File: src/rtl/manchester_stream_serializer.sv
// Manchester line coder fed by an AXI-Stream sink, with a one-entry holding register for gap-free streaming.
// Optional MANCHESTER_SYNC_EN: each burst begins with a 6-half-bit code-violation sync symbol.
module manchester_stream_serializer #(
  parameter int   DATA_W    = 8,
  parameter int   HALF_CYC  = 1,
  parameter int   MSB_FIRST = 1,
  parameter int   POLARITY  = 0,
  parameter logic IDLE_LVL  = 1'b0
) (
  input  logic              aclk,
  input  logic              aresetn,
  input  logic [DATA_W-1:0] s_axis_tdata,
  input  logic              s_axis_tvalid,
  output logic              s_axis_tready,
  output logic              serial_out,
  output logic              busy
);

  localparam int VEC_W = 2 * DATA_W;
  localparam int CYC_W = (HALF_CYC > 1) ? $clog2(HALF_CYC) : 1;
`ifdef MANCHESTER_SYNC_EN
  // The index also counts the six sync half-bits, so it needs at least 3 bits.
  localparam int HB_W  = ($clog2(VEC_W) > 3) ? $clog2(VEC_W) : 3;
`else
  localparam int HB_W  = $clog2(VEC_W);
`endif

  localparam logic [1:0] ST_IDLE  = 2'd0;
  localparam logic [1:0] ST_SHIFT = 2'd1;
`ifdef MANCHESTER_SYNC_EN
  localparam logic [1:0] ST_SYNC  = 2'd2;
  localparam logic [HB_W-1:0] SYNC_LAST = HB_W'(5);
`endif

  localparam logic [HB_W-1:0]  HB_LAST  = HB_W'(VEC_W - 1);
  localparam logic [CYC_W-1:0] CYC_LAST = CYC_W'(HALF_CYC - 1);

  // First half-bit to transmit ends up in the MSB of the returned vector.
  function automatic logic [VEC_W-1:0] encode(input logic [DATA_W-1:0] d);
    logic [VEC_W-1:0] enc;
    logic             b;
    enc = '0;
    for (int k = 0; k < DATA_W; k++) begin
      b = (MSB_FIRST != 0) ? d[DATA_W-1-k] : d[k];
      enc[VEC_W-1-2*k] = (POLARITY == 0) ? b : ~b;
      enc[VEC_W-2-2*k] = (POLARITY == 0) ? ~b : b;
    end
    return enc;
  endfunction

  logic              holding_q, holding_d;
  logic [DATA_W-1:0] hold_data_q, hold_data_d;
  logic [1:0]        state_q, state_d;
  logic [VEC_W-1:0]  vec_q, vec_d;
  logic [HB_W-1:0]   hb_q, hb_d;
  logic [CYC_W-1:0]  cyc_q, cyc_d;
  logic              ser_q, ser_d;
  logic [VEC_W-1:0]  enc_s;

  assign enc_s = encode(hold_data_q);

  always_comb begin
    holding_d   = holding_q;
    hold_data_d = hold_data_q;
    state_d     = state_q;
    vec_d       = vec_q;
    hb_d        = hb_q;
    cyc_d       = cyc_q;
    ser_d       = ser_q;

    if (s_axis_tvalid && !holding_q) begin
      holding_d   = 1'b1;
      hold_data_d = s_axis_tdata;
    end else begin
      hold_data_d = hold_data_q;
    end

    case (state_q)
      ST_IDLE: begin
        if (holding_q) begin
          holding_d = 1'b0;
          hb_d      = '0;
          cyc_d     = '0;
`ifdef MANCHESTER_SYNC_EN
          state_d   = ST_SYNC;
          ser_d     = ~IDLE_LVL;
          vec_d     = enc_s;
`else
          state_d   = ST_SHIFT;
          ser_d     = enc_s[VEC_W-1];
          vec_d     = {enc_s[VEC_W-2:0], 1'b0};
`endif
        end else begin
          ser_d = IDLE_LVL;
        end
      end
      ST_SHIFT: begin
        if (cyc_q == CYC_LAST) begin
          cyc_d = '0;
          if (hb_q == HB_LAST) begin
            // Last half-bit done: reload seamlessly or fall back to idle level.
            if (holding_q) begin
              holding_d = 1'b0;
              hb_d      = '0;
              ser_d     = enc_s[VEC_W-1];
              vec_d     = {enc_s[VEC_W-2:0], 1'b0};
            end else begin
              state_d = ST_IDLE;
              ser_d   = IDLE_LVL;
            end
          end else begin
            hb_d  = hb_q + HB_W'(1);
            ser_d = vec_q[VEC_W-1];
            vec_d = {vec_q[VEC_W-2:0], 1'b0};
          end
        end else begin
          cyc_d = cyc_q + CYC_W'(1);
        end
      end
`ifdef MANCHESTER_SYNC_EN
      ST_SYNC: begin
        if (cyc_q == CYC_LAST) begin
          cyc_d = '0;
          if (hb_q == SYNC_LAST) begin
            state_d = ST_SHIFT;
            hb_d    = '0;
            ser_d   = vec_q[VEC_W-1];
            vec_d   = {vec_q[VEC_W-2:0], 1'b0};
          end else begin
            hb_d  = hb_q + HB_W'(1);
            ser_d = (hb_q < HB_W'(2)) ? ~IDLE_LVL : IDLE_LVL;
          end
        end else begin
          cyc_d = cyc_q + CYC_W'(1);
        end
      end
`endif
      default: begin
        state_d = ST_IDLE;
        ser_d   = IDLE_LVL;
      end
    endcase
  end

  // State registers with synchronous active-low reset.
  always_ff @(posedge aclk) begin
    if (!aresetn) begin
      holding_q   <= 1'b0;
      hold_data_q <= '0;
      state_q     <= ST_IDLE;
      vec_q       <= '0;
      hb_q        <= '0;
      cyc_q       <= '0;
      ser_q       <= IDLE_LVL;
    end else begin
      holding_q   <= holding_d;
      hold_data_q <= hold_data_d;
      state_q     <= state_d;
      vec_q       <= vec_d;
      hb_q        <= hb_d;
      cyc_q       <= cyc_d;
      ser_q       <= ser_d;
    end
  end

  assign s_axis_tready = ~holding_q;
  assign serial_out    = ser_q;
  assign busy          = holding_q | (state_q != ST_IDLE);

endmodule
File: config.mk
export PLATFORM = sky130hd
export DESIGN_NAME = manchester_stream_serializer
export DESIGN_NICKNAME = d
export VERILOG_FILES = /design/src/rtl/manchester_stream_serializer.sv
export SDC_FILE = /design/constraint.sdc
export NUM_CORES = 1
export LEC_CHECK = 0
export ABC_AREA = 1
export CAP_MARGIN = 20
export CORE_MARGIN = 4
export CORE_UTILIZATION = 45
export CTS_CLUSTER_DIAMETER = 100
export DETAILED_ROUTE_END_ITERATION = 10
export PLACE_DENSITY_LB_ADDON = 0.1
export SYNTH_ARGS = -nofsm -noshare
export SYNTH_HDL_FRONTEND = slang
export SYNTH_SLANG_ARGS = --single-unit
File: constraint.sdc
create_clock -name aclk -period 2.3 [get_ports aclk]
set_input_delay 0.46 -clock aclk [delete_from_list [all_inputs] [get_ports aclk]]
set_output_delay 0.46 -clock aclk [all_outputs]
set_load 0.01 [all_outputs]
# Word level (Yosys, flattened, before mapping)
# Cells that the tools add are included.
[classes]
n_addsub = 2
n_eq_ne = 6
muxes = 25
bitwise = 10
n_reduce_logical = 8
[ops]
columns = ["op", "n"]
rows = [
  ["2-to-1 mux 16 bit", 3],
  ["one-hot mux 16 bit (2 select lines)", 1],
  ["2-to-1 mux 4 bit", 3],
  ["2-to-1 mux 1 bit", 9],
  ["inverter 1 bit", 9],
  ["2-to-1 mux 2 bit", 4],
  ["inequality test 2 bit, second input constant", 4],
  ["one-hot mux 4 bit (2 select lines)", 1],
  ["one-hot mux 1 bit (2 select lines)", 3],
  ["adder 4 x 1 -> 4 bit, second input constant", 1],
  ["== test 4 bit, second input constant", 1],
  ["one-hot mux 2 bit (2 select lines)", 1],
  ["AND reduction 2 bit", 2],
  ["AND reduction 4 bit", 1],
  ["nonzero test 2 bit", 2],
  ["== test 2 x 1 -> 1 bit, second input constant", 1],
  ["logical NOT 2 bit", 1],
  ["adder 1 bit, second input constant", 1],
  ["logical AND 1 bit", 1],
  ["logical NOT 1 bit", 1],
  ["OR 1 bit", 1],
]
[totals]
register_bits = 33
inputBits = 11
output_inout_bits = 3

# Depth between registers and ports, before layout
[depth]
ltp_word = 7
ltp_mapped = 7

# Worst setup path after synthesis
# Ideal clock, no wire load.
[synth_timing]
path_kind = "reg-to-output"
start = "register holding_q"
end = "output busy"
arrival_time_ns = 0.898
required_ns = 1.840
setup_slack_ns = 0.942
stages_incl_launch_ff = 6
n_path_buf = 2
cell_sequence = "dfxtp_1 -> buf_4 -> inv_2 -> buf_6 -> ha_1 -> inv_1"
[synth_via]
elab_chain_len = 1
[synth_lines]
columns = ["item", "line_no", "rtl"]
rows = [
  ["from (decl)", "51", "logic holding_q, holding_d;"],
  ["from (signal assigned)", "156", "holding_q <= holding_d;"],
  ["OR 1 bit", "168", "assign busy = holding_q | (state_q != ST_IDLE);"],
  ["to (decl)", "16", "output logic busy"],
]
# No other way between the ends.

# Worst setup path after layout
[layout_timing]
start = "register state_q[0]"
end = "output busy"
[layout_via]
elab_chain_len = 2
[layout_lines]
columns = ["item", "line_no", "rtl"]
rows = [
  ["from (decl)", "53", "logic [1:0] state_q, state_d;"],
  ["from (signal assigned)", "158", "state_q <= state_d;"],
  ["nonzero test 2 bit", "168", ""],
  ["OR 1 bit", "168", ""],
]
# No other way between the ends.

==> summary.txt <==
Setup path
  – Endpoint type of the worst setup path: output pin
  – FF-to-FF End: hb_q[0]$_SDFF_PN0_
  – Reg2Reg Depth: 6
  – Kind of critical path: reg -> out
  – Crit path cell chain: inv_1 -> ha_1 -> inv_1 -> clkdlybuf4s50_1
  – Largest delay share family, worst path: buffers and inverters
  – Worst Setup Start Kind: register
  – Most used cell, CP: inv_1
  – Critical Path Fanout Max: 5
  – Largest stage delay on the critical path: roughly 0.52 ns
  – CP Launch Point: state_q[0]$_SDFFE_PN0P_
  – Crit path buf inv count: 3
  – Max stage delay cell, worst path: clkdlybuf4s50_1
  – Arr. time, crit path: 1.65 ns
  – CP required: about 1.8 ns
  – R2R Path Start: hb_q[1]$_SDFF_PN0_
  – R2R Setup Slk: 0.82 ns

Clock tree
  – H-tree depth: 2
  – Clk_lat worst skew: between 0.3 and 0.4 ns
  – Clock buffer count from CTS: 5
  – TritonCTS sink count: 31
  – Clock Tree Root: clkbuf_4
  – Hold-fix buffers, CTS: 0
  – Number of setup buffers added after CTS: 0
  – Post-CTS resize count: 0
  – CTS tree: done
  – Clk buf depth: 2
  – Clock-pin slew on the worst setup and hold paths: approximately 0.090 ns

Timing
  – Setup TNS: 0 ns
  – Peak Freq: 473 MHz
  – Worst-case clock skew: 0.00604 ns
  – Slew Viols, Final: 0
  – Setup-failing EPs final: 0
  – Tcrit/Tclk final: 91.9%
  – Post-layout min period: between 2 and 2.5 ns
  – Max transition margin: a little over two thirds
  – Least-Margin Pin Slew: approximately 0.44 ns
  – RSZ-0062 raised after global routing: false
  – Final hold vios: 0

Layout
  – Finished Core Util: roughly 53%
  – Fillers: 282
  – Area of the multi-input gates: approximately 600 um2
  – Final std cells w/o fill: between 200 and 250
  – Final net count: 208
  – Area delta synth->final: 10.5%
  – Register Area: 621 um2
  – N_diodes: 0
  – Share of cells above drive strength 1: 7.22%

Route
  – Antenna-violating nets left: 0
  – DR WL/cell: 12.1 um
  – Post-Route WL: 2730 um
  – Drt drc: 0
  – Initial drt markers: 78
  – First-pass DRT Iterations: 4
  – Vias per inst: 4.99
  – Via count: 1122

Die
  – # rows: 19
  – Core Region: 2810 um2
  – Top Ports: 14
  – Die width: 62.8 um
  – Die area: 3940 um2
  – Die H: 62.8 um
  – Initial core utilization: between 40% and 50%

Global routing
  – Vias in the first global route: 1074
  – First-pass GRT wire length: approximately 4900 um
  – Remaining Overflow, GRT: 0
  – Antenna violations before repair: 0
  – Largest net degree at the start of global routing: 29
  – Total GRT Usage: approximately 16%

Synthesis
  – Synthesis Warnings: 0
  – Post-synth EDFFs: 0
  – Synth top cells by count: 42 x nand2_1, 32 x o21ai_0, 31 x dfxtp_1
  – Syn Area/Cell: 7.38 um2
  – Synth unique cells: 21
  – Synth area leaders: dfxtp_1 46%, o21ai_0 12%, nand2_1 12%
  – Cells after Synth: 183
  – Async S/R FF share, synth: 0%
  – Yosys reg bits: 31
  – Main flop type after synthesis: dfxtp_1
  – Yosys top cell area share: between 40% and 50%
  – Synthesized Nets: 196
  – Register area share after synthesis: 46.0%
  – Mapped cell area: 1350 um2
  – Most frequent cell after synthesis: nand2_1
  – Area leader, netlist: dfxtp_1

Outcome
  – Status: finished clean

Placement
  – Cell total after placement: 219
  – IO Port Bufs: 13
  – Routability-driven placement congestion ratio: 0.771
  – DP Wirelength: 1840 um

Pwr
  – Leakage: 0.655 nW
  – Worst vdd ir: 0.404 mV
  – Pwr Density: 789 nW/um2

Run
  – Maxcap violations: 0

Min path
  – Worst hold endpoint: hold_data_q[2]$_SDFFE_PN0P_
  – Worst hold start: hold_data_q[2]$_SDFFE_PN0P_
  – HP Class: reg -> reg
  – Hold depth: 2
==> worst max path at each step <==
stage                                  end  slack, ns  depth (start not counted)
3_5_place_dp   hold_data_q[7]$_SDFFE_PN0P_       0.49                          3
5_1_grt                               busy       0.08                          4
2_1_floorplan                         busy       0.94                          5
4_1_cts                               busy       0.17                          4
6_report                              busy       0.19                          4
3_3_place_gp   hold_data_q[7]$_SDFFE_PN0P_       0.56                          3
==> cell type report <==
class                           count  share of cell area (%)
Clock buffer                        6                    2.77
Inverter                           13                    3.27
Multi-Input combinational cell    129                    40.0
Sequential cell                    31                    41.6
Tap cell                           31                    2.60
Timing Repair Buffer               15                    9.73
==> report_power, final <==
group          switching [mW]  total [mW]  internal, mW
clock                   0.173       0.281         0.108
combinational           0.152       0.256         0.104
sequential             0.0355       0.640         0.604
total                   0.360        1.18         0.817
==> state kept, by name, summed over array words and instances, names as in the netlist <==
signal,cells
vec_q,16
hold_data_q,8
hb_q,4
holding_q,1
serial_out,1
state_q,1
==> kinds of logic (layout without fill, tap and decap cells) <==
logic type | Yosys count | count (layout) | share of synthesized area, %
and+or+nand+nor | 80 | 80 | 24.4
adders and majority gates | 2 | 2 | 1.85
DFF | 31 | 31 | 46.0
buffers and inverters | 23 | 34 | 9.82
AOI/OAI and AO/OA | 47 | 47 | 18.0
==> metrics by stage <==
stage	hold WS, ns	area [um2]	setup WS (ns)	total power [mW]
after global routing	0.477	1490	0.0844	1.27
after CTS	0.456	1490	0.173	1.19
after floorplan	0.429	1350	0.942	0.855
after detailed placement	0.442	1450	0.486	0.909
after global placement	0.442	1450	0.558	0.900
final	0.453	1490	0.187	1.18
==> cell usage in the layout (no fill, tap or decap) <==
cell	n
nand2_4	1
nand3_1	4
a21oi_2	1
nand2_2	1
nand2_1	42
a21boi_1	1
dfxtp_1	31
nand3_2	2
clkdlybuf4s50_1	13
a31oi_1	1
ha_1	2
a21oi_1	11
o21ai_1	1
buf_4	2
nor3_1	1
clkbuf_4	5
clkbuf_1	1
inv_2	2
nor2_1	29
inv_1	11
o21ai_0	32
==> tightest hold or removal path, delay by kind of cell (launching register included) <==
kind / cells / cell delay [ns]
flip-flops: 1 / 0.31
AO/OA/AOI/OAI: 1 / 0.05
buffers and inverters: 1 / 0.06
==> routing by layer <==
layer	track usage (%)	share of wire, %
met5	0	0
met1	19.9	50
met2	23.3	45
met3	6.47	3.2
met4	6.61	1.7
Power figures use the tool's default switching activity.
